### src/rtl/sfp_ctrl.sv
// sfp_ctrl -- sequencer for one core's softmax-style normalisation row unit.
//
// Runs a job of num_rows rows in two passes over the row unit:
//   ACC    : each consumed row is abs-summed into the own sum FIFO (acc)
//   SETTLE : waits SETTLE cycles so the last sum lands in the FIFO
//   SYNC   : raises peer_ready_out and waits for the peer core's level
//   DIV    : each consumed row is divided by own + peer sum (div, fifo_ext_rd)
//   DRAIN  : last out_valid; done pulses, back to IDLE
//
// Ports:
//   clk            in   rising-edge clock
//   reset          in   asynchronous active-low reset (release synchronised)
//   start          in   one-cycle job request, sampled only in IDLE
//   num_rows       in   rows in the job, captured on an accepted start
//   in_valid       in   upstream row data valid
//   in_rd          out  row consumed this cycle
//   acc            out  row unit accumulate strobe
//   div            out  row unit divide strobe
//   fifo_ext_rd    out  pop own sum towards the peer
//   peer_ready_out out  own sums complete (level, SYNC through DIV)
//   peer_ready_in  in   peer's peer_ready_out
//   out_valid      out  row unit output valid (div delayed one cycle)
//   row_idx        out  0-based index of the row being consumed
//   busy           out  controller not idle
//   done           out  one-cycle pulse at job end
//   err            out  one-cycle pulse: bad num_rows (or SYNC timeout)
//
// Build option: define SFP_TIMEOUT_EN to abort SYNC after 2^TO_W-1 cycles
// without peer_ready_in (err pulse, no done).

`default_nettype none

module sfp_ctrl #(
  parameter int MAX_ROWS = 16,
  parameter int RW       = 5,
  parameter int SETTLE   = 2,
  parameter int TO_W     = 8
) (
  input  logic          clk,
  input  logic          reset,
  input  logic          start,
  input  logic [RW-1:0] num_rows,
  input  logic          in_valid,
  output logic          in_rd,
  output logic          acc,
  output logic          div,
  output logic          fifo_ext_rd,
  output logic          peer_ready_out,
  input  logic          peer_ready_in,
  output logic          out_valid,
  output logic [RW-1:0] row_idx,
  output logic          busy,
  output logic          done,
  output logic          err
);

  localparam logic [2:0] ST_IDLE   = 3'd0;
  localparam logic [2:0] ST_ACC    = 3'd1;
  localparam logic [2:0] ST_SETTLE = 3'd2;
  localparam logic [2:0] ST_SYNC   = 3'd3;
  localparam logic [2:0] ST_DIV    = 3'd4;
  localparam logic [2:0] ST_DRAIN  = 3'd5;

  // Settle counter only needs to hold 0..SETTLE-1.
  localparam int SW = (SETTLE > 1) ? $clog2(SETTLE) : 1;

  logic          rst_meta_r;
  logic          rst_sync_r;

  logic [2:0]    state_r;
  logic [2:0]    state_s;
  logic [RW-1:0] rows_r;
  logic [RW-1:0] rows_s;
  logic [RW-1:0] row_r;
  logic [RW-1:0] row_s;
  logic [SW-1:0] scnt_r;
  logic [SW-1:0] scnt_s;
  logic          err_s;

  logic          busy_r;
  logic          ready_r;
  logic          done_r;
  logic          err_r;
  logic          out_valid_r;

  logic          in_acc_s;
  logic          in_div_s;
  logic          last_row_s;
  logic          size_ok_s;

`ifdef SFP_TIMEOUT_EN
  localparam logic [TO_W-1:0] TO_LAST = {{(TO_W-1){1'b1}}, 1'b0};
  logic [TO_W-1:0] tcnt_r;
  logic [TO_W-1:0] tcnt_s;
`else
  logic [TO_W-1:0] unused_to_w;
  assign unused_to_w = '0;
`endif

  // Reset synchroniser: assertion is immediate, release waits two clock edges.
  always_ff @(posedge clk or negedge reset) begin
    if (!reset) begin
      rst_meta_r <= 1'b0;
      rst_sync_r <= 1'b0;
    end else begin
      rst_meta_r <= 1'b1;
      rst_sync_r <= rst_meta_r;
    end
  end

  assign in_acc_s   = (state_r == ST_ACC);
  assign in_div_s   = (state_r == ST_DIV);
  assign last_row_s = (row_r == (rows_r - RW'(1)));
  assign size_ok_s  = (num_rows != RW'(0)) && (num_rows <= RW'(MAX_ROWS));

  // Row strobes follow in_valid directly so a bubble costs no extra cycle.
  assign acc         = in_acc_s & in_valid;
  assign div         = in_div_s & in_valid;
  assign fifo_ext_rd = in_div_s & in_valid;
  assign in_rd       = (in_acc_s | in_div_s) & in_valid;

  assign row_idx        = row_r;
  assign busy           = busy_r;
  assign peer_ready_out = ready_r;
  assign done           = done_r;
  assign err            = err_r;
  assign out_valid      = out_valid_r;

  // Next-state and counter logic for the job sequence.
  always_comb begin
    state_s = state_r;
    rows_s  = rows_r;
    row_s   = row_r;
    scnt_s  = scnt_r;
    err_s   = 1'b0;
`ifdef SFP_TIMEOUT_EN
    tcnt_s  = tcnt_r;
`endif
    case (state_r)
      ST_IDLE: begin
        if (start) begin
          if (size_ok_s) begin
            state_s = ST_ACC;
            rows_s  = num_rows;
            row_s   = '0;
          end else begin
            err_s = 1'b1;
          end
        end else begin
          state_s = ST_IDLE;
        end
      end
      ST_ACC: begin
        if (in_valid) begin
          if (last_row_s) begin
            state_s = ST_SETTLE;
            row_s   = '0;
            scnt_s  = '0;
          end else begin
            row_s = row_r + RW'(1);
          end
        end else begin
          row_s = row_r;
        end
      end
      ST_SETTLE: begin
        if (scnt_r == SW'(SETTLE - 1)) begin
          state_s = ST_SYNC;
`ifdef SFP_TIMEOUT_EN
          tcnt_s  = '0;
`endif
        end else begin
          scnt_s = scnt_r + SW'(1);
        end
      end
      ST_SYNC: begin
        if (peer_ready_in) begin
          state_s = ST_DIV;
        end else begin
`ifdef SFP_TIMEOUT_EN
          // Abort on the cycle the counter would reach 2^TO_W-1.
          if (tcnt_r == TO_LAST) begin
            state_s = ST_IDLE;
            err_s   = 1'b1;
          end else begin
            tcnt_s = tcnt_r + TO_W'(1);
          end
`else
          state_s = ST_SYNC;
`endif
        end
      end
      ST_DIV: begin
        if (in_valid) begin
          if (last_row_s) begin
            state_s = ST_DRAIN;
            row_s   = '0;
          end else begin
            row_s = row_r + RW'(1);
          end
        end else begin
          row_s = row_r;
        end
      end
      ST_DRAIN: begin
        state_s = ST_IDLE;
      end
      default: begin
        state_s = ST_IDLE;
        row_s   = '0;
      end
    endcase
  end

  // State, counters and registered status outputs.
  always_ff @(posedge clk or negedge rst_sync_r) begin
    if (!rst_sync_r) begin
      state_r     <= ST_IDLE;
      rows_r      <= '0;
      row_r       <= '0;
      scnt_r      <= '0;
      busy_r      <= 1'b0;
      ready_r     <= 1'b0;
      done_r      <= 1'b0;
      err_r       <= 1'b0;
      out_valid_r <= 1'b0;
    end else begin
      state_r     <= state_s;
      rows_r      <= rows_s;
      row_r       <= row_s;
      scnt_r      <= scnt_s;
      busy_r      <= (state_s != ST_IDLE);
      ready_r     <= (state_s == ST_SYNC) || (state_s == ST_DIV);
      done_r      <= (state_s == ST_DRAIN);
      err_r       <= err_s;
      out_valid_r <= in_div_s & in_valid;
    end
  end

`ifdef SFP_TIMEOUT_EN
  // SYNC wait counter.
  always_ff @(posedge clk or negedge rst_sync_r) begin
    if (!rst_sync_r) begin
      tcnt_r <= '0;
    end else begin
      tcnt_r <= tcnt_s;
    end
  end
`endif

endmodule

`default_nettype wire

### config.mk
export PLATFORM = sky130hd
export DESIGN_NAME = sfp_ctrl
export DESIGN_NICKNAME = d
export VERILOG_FILES = /design/src/rtl/sfp_ctrl.sv
export SDC_FILE = /design/constraint.sdc
export NUM_CORES = 1
export LEC_CHECK = 0
export BUFFER_PORTS_ARGS = -buffer_cell sky130_fd_sc_hd__buf_4
export CAP_MARGIN = 20
export CORE_ASPECT_RATIO = 0.9
export CORE_MARGIN = 5
export CORE_UTILIZATION = 52
export CTS_CLUSTER_DIAMETER = 30
export DETAILED_ROUTE_END_ITERATION = 10
export HOLD_SLACK_MARGIN = 0.03
export PLACE_DENSITY = 0.79
export SLEW_MARGIN = 15
export SYNTH_ARGS = -nofsm -noshare
export SYNTH_HDL_FRONTEND = slang
export SYNTH_SLANG_ARGS = --single-unit
### constraint.sdc
create_clock -name clk -period 1.7 [get_ports clk]
set_clock_uncertainty 0.2 [all_clocks]
set_input_delay 0.17 -clock clk [delete_from_list [all_inputs] [get_ports clk]]
set_output_delay 0.17 -clock clk [all_outputs]
set_load 0.1 [all_outputs]
==> impl_metrics.ini, run 1 <==
[placed_design]
hpwl_um = 2230
gp_congestion = 0.897
port_buffers = 23
dpl_cell_area_sq_mm = 0.00155

[die]
ioPinCount = 24
initial_core_util = 0.565
die_h_um = 53.9
placement_rows = 15
fp.dieW_um = 58.8

[synthesis]
yosysSeqAreaShare = 0.472
synthCells = 111
ys_ff_latch = 21
avgSynthCellArea_sq_um = 10.0
syn_area_sq_mm = 0.00111
synth_cell_types = 38
yosys_warnings = 0
syn_nets = 123

[clock_tree]
cts_made_buffers = 3
htree_levels = 1
cts_num_sinks = 21
postCtsHoldBufs = 10
post-cts-setup-buffers = 11
cts_resized = 40
clockBufferDepth = 2
root_buffer = clkbuf_4

[outcome]
stop_stage = 4_1_cts
status = stopped before the end
firstError = [ERROR DPL-0033] detailed placement checks failed during check placement.
[metrics by stage]
step | cells | setup slack, ns
after floorplan | 111 | -0.496
after global placement | 181 | -0.411
after detailed placement | 181 | -0.486
[kinds of logic after synthesis]
| group | count (synthesis) | synth area share |
|---|---|---|
| compound gates | 23 | 0.143 |
| xor+xnor | 7 | 0.0551 |
| fa+ha+maj | 2 | 0.0225 |
| buf+inv | 10 | 0.0382 |
| flops | 21 | 0.472 |
| mux | 6 | 0.0595 |
| other cells | 1 | 0.00337 |
| simple gates | 41 | 0.207 |
[cell usage after synthesis]
library cell | count | area [sq um]
dfrtp_1 | 21 | 526
nand2_1 | 13 | 48.8
nor2_1 | 6 | 22.5
inv_1 | 5 | 18.8
mux2_2 | 5 | 56.3
nand2b_1 | 5 | 31.3
o21ai_0 | 5 | 25.0
a21oi_1 | 4 | 20.0
nand3_1 | 4 | 20.0
xnor2_1 | 4 | 35.0
clkbuf_1 | 3 | 11.3
o21ai_1 | 3 | 15.0
xor2_1 | 3 | 26.3
a22oi_1 | 2 | 15.0
ha_1 | 2 | 25.0
nand4bb_1 | 2 | 22.5
nor2b_1 | 2 | 12.5
or3_1 | 2 | 12.5
a211oi_2 | 1 | 12.5
a21boi_0 | 1 | 7.51
a221o_1 | 1 | 10.0
a32oi_1 | 1 | 8.76
buf_2 | 1 | 5.00
buf_4 | 1 | 7.51
conb_1 | 1 | 3.75
mux2i_1 | 1 | 10.0
nand3b_1 | 1 | 7.51
nor3_1 | 1 | 5.00
nor4_1 | 1 | 6.26
nor4b_2 | 1 | 15.0
o211ai_1 | 1 | 7.51
o21a_1 | 1 | 7.51
o21bai_1 | 1 | 7.51
o22ai_1 | 1 | 6.26
o311ai_2 | 1 | 16.3
or2_2 | 1 | 6.26
or3_4 | 1 | 11.3
or3b_2 | 1 | 8.76
==> run 2, diff against run 1 <==
==> config.mk (replaced) <==
export PLATFORM = sky130hd
export DESIGN_NAME = sfp_ctrl
export DESIGN_NICKNAME = d
export VERILOG_FILES = /design/src/rtl/sfp_ctrl.sv
export SDC_FILE = /design/constraint.sdc
export NUM_CORES = 1
export LEC_CHECK = 0
export BUFFER_PORTS_ARGS = -buffer_cell sky130_fd_sc_hd__buf_4
export CAP_MARGIN = 20
export CORE_AREA = 5 5 66 68
export DETAILED_ROUTE_END_ITERATION = 10
export DIE_AREA = 0 0 71 73
export PLACE_DENSITY_LB_ADDON = 0.15
export SLEW_MARGIN = 15
export SYNTH_ARGS = -nofsm -noshare
export SYNTH_HDL_FRONTEND = slang
export SYNTH_SLANG_ARGS = --single-unit
==> run 2 against run 1 <==
  * Synthesized area stayed put
  * The flow now finishes, with violations (negative setup slack)
  * Synthesized cell count stayed put
==> impl_metrics.ini, run 2 <==
[sta]
setup_viol = 14
drv_slew = 0
hold_viol = 0
setup_ws_ns = -0.424
fin_crit_ns = 2.12
rsz0062_at_grt = true
period_share = 1.25
fmax_mhz = 471
hold_ws_ns = 0.0181

[critical_path]
arrival_ns = 2.06
crit_fanout = 2
worst_path_dominant_cell_family = compound AO/OA/AOI/OAI gates
path_buf_inv = 1
path_cells = inv_2, ha_4, xnor2_2, a211oi_2, o311ai_2, or3_4, a221o_1
required_ns = 1.64
crit_path_top_delay_cell = dfrtp_1
crit_type = flip-flop to flip-flop
start_kind = flip-flop
endpoint_kind = flip-flop
r2r_slack_ns = -0.42
critPathMaxStageDelay_ns = 0.39

[power]
vdd_ir_drop_max_uv = 1040
leakage_nw = 0.813
p_total_mw = 3.82
p_per_area_mw_per_mm2 = 2010

[layout]
area_growth_pct = 70.2
layout.nets = 184
stdcell_area_sq_mm = 0.00190
n_antenna_cell = 0
final_common_cell = buf_4
layout_common_cells = buf_4, dfrtp_1, nand2_1
layout-drive-gt1-share = 0.561
final_util = 0.499

[detailed_routing]
initialDrtViolationCount = 36
ant_nets = 0
wl_per_cell_um = 13.2
wl_um = 2930
drc = 0
routed_via_density = 4.60
firstDrtPassIters = 3
vias = 1016

[clock_tree]
path_clk_slew_ns = 0.08
htree_levels = 1
cts_tree = done
clockBufferDepth = 2
clock_latency_ns = 0.26
cts_made_buffers = 3
root_buffer = clkbuf_8
cts_num_sinks = 21

[die]
placement_rows = 23
die_h_um = 73
dieArea_sq_mm = 0.00518
initial_core_util = 0.293
core_sq_mm = 0.00380
fp.dieW_um = 71
ioPinCount = 24

[synthesis]
ys_top_cells_by_area = dfrtp_1, mux2_2, nand2_1
yosysSeqAreaShare = 0.472
synth_cell_types = 38
syn_nets = 123
async_flop_share = 1.00
yosys_warnings = 0
synth-edff-count = 0
synth.top_cell.area_share = 0.472
ys_ff_latch = 21
avgSynthCellArea_sq_um = 10.0
yosysMostFrequentCell = dfrtp_1
ys_top_cells_by_count = dfrtp_1, nand2_1, nor2_1
synthCells = 111
synth_top_flop_cell = dfrtp_1
syn_area_sq_mm = 0.00111
synth_top_area_cell = dfrtp_1

[placed_design]
gp_congestion = 0.819
post-place-ws_ns = -0.464
hpwl_um = 2090
port_buffers = 23
dpl_cell_area_sq_mm = 0.00158

[worst_hold_path]
hold_class = input port to async pin

[flow_run]
maxCapViolCount = 0

[global_route]
grt_util_met3 = 0.0317
grt_use_met1 = 0.139
antenna_found_initial = 0
grt_pass1_vias = 1066
grt_first_pass_wirelength_um = 4840
top_usage_layer = met2
grt-ovfl-total = 0
grt_util_met2 = 0.213
grt_start_max_net_pins = 15
grt_use_total = 0.118

[outcome]
violations = negative setup slack
status = finished, violations left
[run 2: cell counts after synthesis]
No cell type changed its count.
[run 2: path summary, 6_finish.rpt]
check,endpoint,cells after the start,from
hold reg to reg,scnt_r,1,rst_sync_r
setup / recovery,state_r[0],7,rows_r[1]
hold / removal,rst_sync_r,2,reset
min in group clk,state_r[1],4,peer_ready_in
max in group asynchronous,row_idx[2],1,rst_sync_r
setup reg to reg,state_r[0],7,rows_r[1]
[run 2: per-layer routing]
layer,vias up,wire (um)
li1,503,-
met1,494,1260
met2,16,1530
met3,3,119
met4,0,16
met5,-,0
[run 2: kinds of logic after synthesis]
group / count (synthesis) / synth area share
and+or+nand+nor: 41 / 0.207
AOI/OAI and AO/OA: 23 / 0.143
DFF: 21 / 0.472
buffers and inverters: 10 / 0.0382
xor gates and xnor gates: 7 / 0.0551
muxes: 6 / 0.0595
adders and majority gates: 2 / 0.0225
other: 1 / 0.00337
[run 2: area by class of cell]
type,count,area [sq um]
sequential,21,546
fill,368,1900
inverter,5,26.3
timing repair buffer,61,546
multi-input combinational,80,671
tap,50,62.6
clock buffer,4,45.0
[run 2: stage by stage]
| stage | TNS, ns | std cells |
|---|---|---|
| 6_report | -3.23 | 221 |
| 5_1_grt | -4.65 | 221 |
| 4_1_cts | -3.51 | 220 |
| 3_5_place_dp | -3.58 | 206 |
| 3_3_place_gp | -3.32 | 206 |
| 2_1_floorplan | -2.03 | 111 |
[run 2: what timing repair did]
item                       in CTS  in global routing
pin swaps                      12                  9
hold buffers                    6                  0
setup endpoints to repair      14                 19
hold endpoints to repair       11                  0
buffers inserted                5                  1
resized for setup              32                  9
[run 2: power by group]
| group | total [mW] | internal [mW] | switching, mW |
|---|---|---|---|
| clock network | 0.327 | 0.167 | 0.160 |
| registers | 0.846 | 0.692 | 0.154 |
| logic | 2.64 | 1.14 | 1.51 |
| total | 3.82 | 2.00 | 1.82 |
(Power assumes the default switching activity.)
==> run 3, diff against run 2 <==
--- a/config.mk
+++ b/config.mk
@@ -10,6 +10,7 @@
 export CORE_AREA = 5 5 66 68
 export DETAILED_ROUTE_END_ITERATION = 10
 export DIE_AREA = 0 0 71 73
+export HOLD_SLACK_MARGIN = 0.12
 export PLACE_DENSITY_LB_ADDON = 0.15
 export SLEW_MARGIN = 15
 export SYNTH_ARGS = -nofsm -noshare
==> run 3 against run 2 <==
  * Die area unchanged
  * Flip-flop and latch count stayed put
  * Via count rose by 1.9%
  * Critical path depth unchanged
  * Core utilization up 1.6 points
  * Critical path type unchanged
  * The flow still finishes with violations (negative setup slack)
==> impl_metrics.ini, run 3 (synthesis gave the netlist of run 2 again) <==
[outcome]
status = finished, violations left
violations = negative setup slack

[die]
dieArea_sq_mm = 0.00518
initial_core_util = 0.293
fp.dieW_um = 71
ioPinCount = 24
placement_rows = 23
die_h_um = 73
core_sq_mm = 0.00380

[critical_path]
r2r-start = rows_r[1]
crit_path_top_delay_cell = dfrtp_1
reg2reg_depth = 7
crit_fanout = 2
critPathMaxStageDelay_ns = 0.39
required_ns = 1.64
endpoint_kind = flip-flop
arrival_ns = 2.06
path_cells = inv_2, ha_4, xnor2_2, a211oi_2, o311ai_2, or3_4, a221o_1
r2r_slack_ns = -0.42
start_kind = flip-flop
crit_type = flip-flop to flip-flop
reg2reg_to = state_r[0]

[sta]
fin_crit_ns = 2.12
hold_viol = 0
setup_viol = 14
setup_ws_ns = -0.418
drv_slew = 0
fmax_mhz = 472
period_share = 1.25
rsz0062_at_grt = true
hold_ws_ns = 0.144

[clock_tree]
root_buffer = clkbuf_8
cts_made_buffers = 3
path_clk_slew_ns = 0.07
cts_tree = done
cts_num_sinks = 21
htree_levels = 1
clock_latency_ns = 0.26
clockBufferDepth = 2

[detailed_routing]
firstDrtPassIters = 4
vias = 1035
initialDrtViolationCount = 34
wl_um = 3010
wl_per_cell_um = 13.3
drc = 0
ant_nets = 0
routed_via_density = 4.56

[layout]
n_antenna_cell = 0
area_growth_pct = 75.6
layout.nets = 190
layout-drive-gt1-share = 0.542
fillerInstances = 358
layout_common_cells = buf_4, dfrtp_1, dlygate4sd3_1
final_util = 0.515
final_common_cell = buf_4

[global_route]
antenna_found_initial = 0
grt_pass1_vias = 1093
grt_start_max_net_pins = 15
grt_first_pass_wirelength_um = 4970
grt_use_total = 0.121
grt-ovfl-total = 0

[placed_design]
post-place-ws_ns = -0.464
port_buffers = 23
gp_congestion = 0.819
hpwl_um = 2090

[worst_hold_path]
hold_end = err
worstHoldPathCells = 4
hp-start = num_rows[4]
hold_class = input port to flip-flop

[flow_run]
maxCapViolCount = 0

[power]
vdd_ir_drop_max_uv = 1050
p_total_mw = 3.84
leakage_nw = 0.838
p_per_area_mw_per_mm2 = 1960
## run 3: changes by cell type in the layout (fill, tap and decap cells not counted), sizes merged
cell         before  now
dlygate4sd3       6   12
## run 3: critical path: cells and delay by family (launching register included)
kind            cells  cell delay [ns]
simple gates        1             0.36
compound gates      3             0.66
xor+xnor            1             0.12
buf+inv             1             0.07
flops               1             0.39
fa+ha+maj           1             0.20
## run 3: metrics by stage
stage	std cells	area [sq um]	TNS [ns]
3_5_place_dp	206	1580	-3.58
2_1_floorplan	111	1190	-2.03
3_3_place_gp	206	1580	-3.32
4_1_cts	226	1910	-3.52
6_report	227	1960	-3.26
5_1_grt	227	1960	-4.63
## run 3: layer usage
layer,GRT usage,part of all wire,vias to the layer above
met5,0,0,-
met4,0.0251,0.0053,0
met3,0.0317,0.040,3
met2,0.221,0.52,18
met1,0.143,0.43,500
li1,-,-,514
## run 3: worst max-delay path by stage
stage,cells after the start,slack (ns),start,to
after floorplan,5,-0.50,row_idx[4],state_r[0]
after global placement,7,-0.40,rows_r[1],state_r[0]
after detailed placement,7,-0.46,rows_r[1],state_r[0]
after CTS,7,-0.41,rows_r[1],state_r[0]
after global routing,7,-0.50,rows_r[1],state_r[0]
final,7,-0.42,rows_r[1],state_r[0]
## run 3: layout make-up
class | instances | area, sq um | area share
repair buffers | 67 | 606 | 0.310
multi-input cells | 80 | 671 | 0.343
inverters | 5 | 26.3 | 0.0134
clock buffers | 4 | 45.0 | 0.0230
well taps | 50 | 62.6 | 0.0320
flip-flops and latches | 21 | 546 | 0.279
## run 3: timing repair
| item | CTS | global route |
|---|---|---|
| resized for setup | 32 | 9 |
| hold endpoints to repair | 17 | 0 |
| pin swaps | 12 | 8 |
| endpoints found under the setup margin | 14 | 19 |
| hold buffers | 12 | 0 |
| setup buffers | 5 | 1 |
## run 3: power by group
group          internal, mW  switching (mW)
logic                  1.15            1.51
clock network         0.167           0.162
registers             0.692           0.153
total                  2.01            1.83
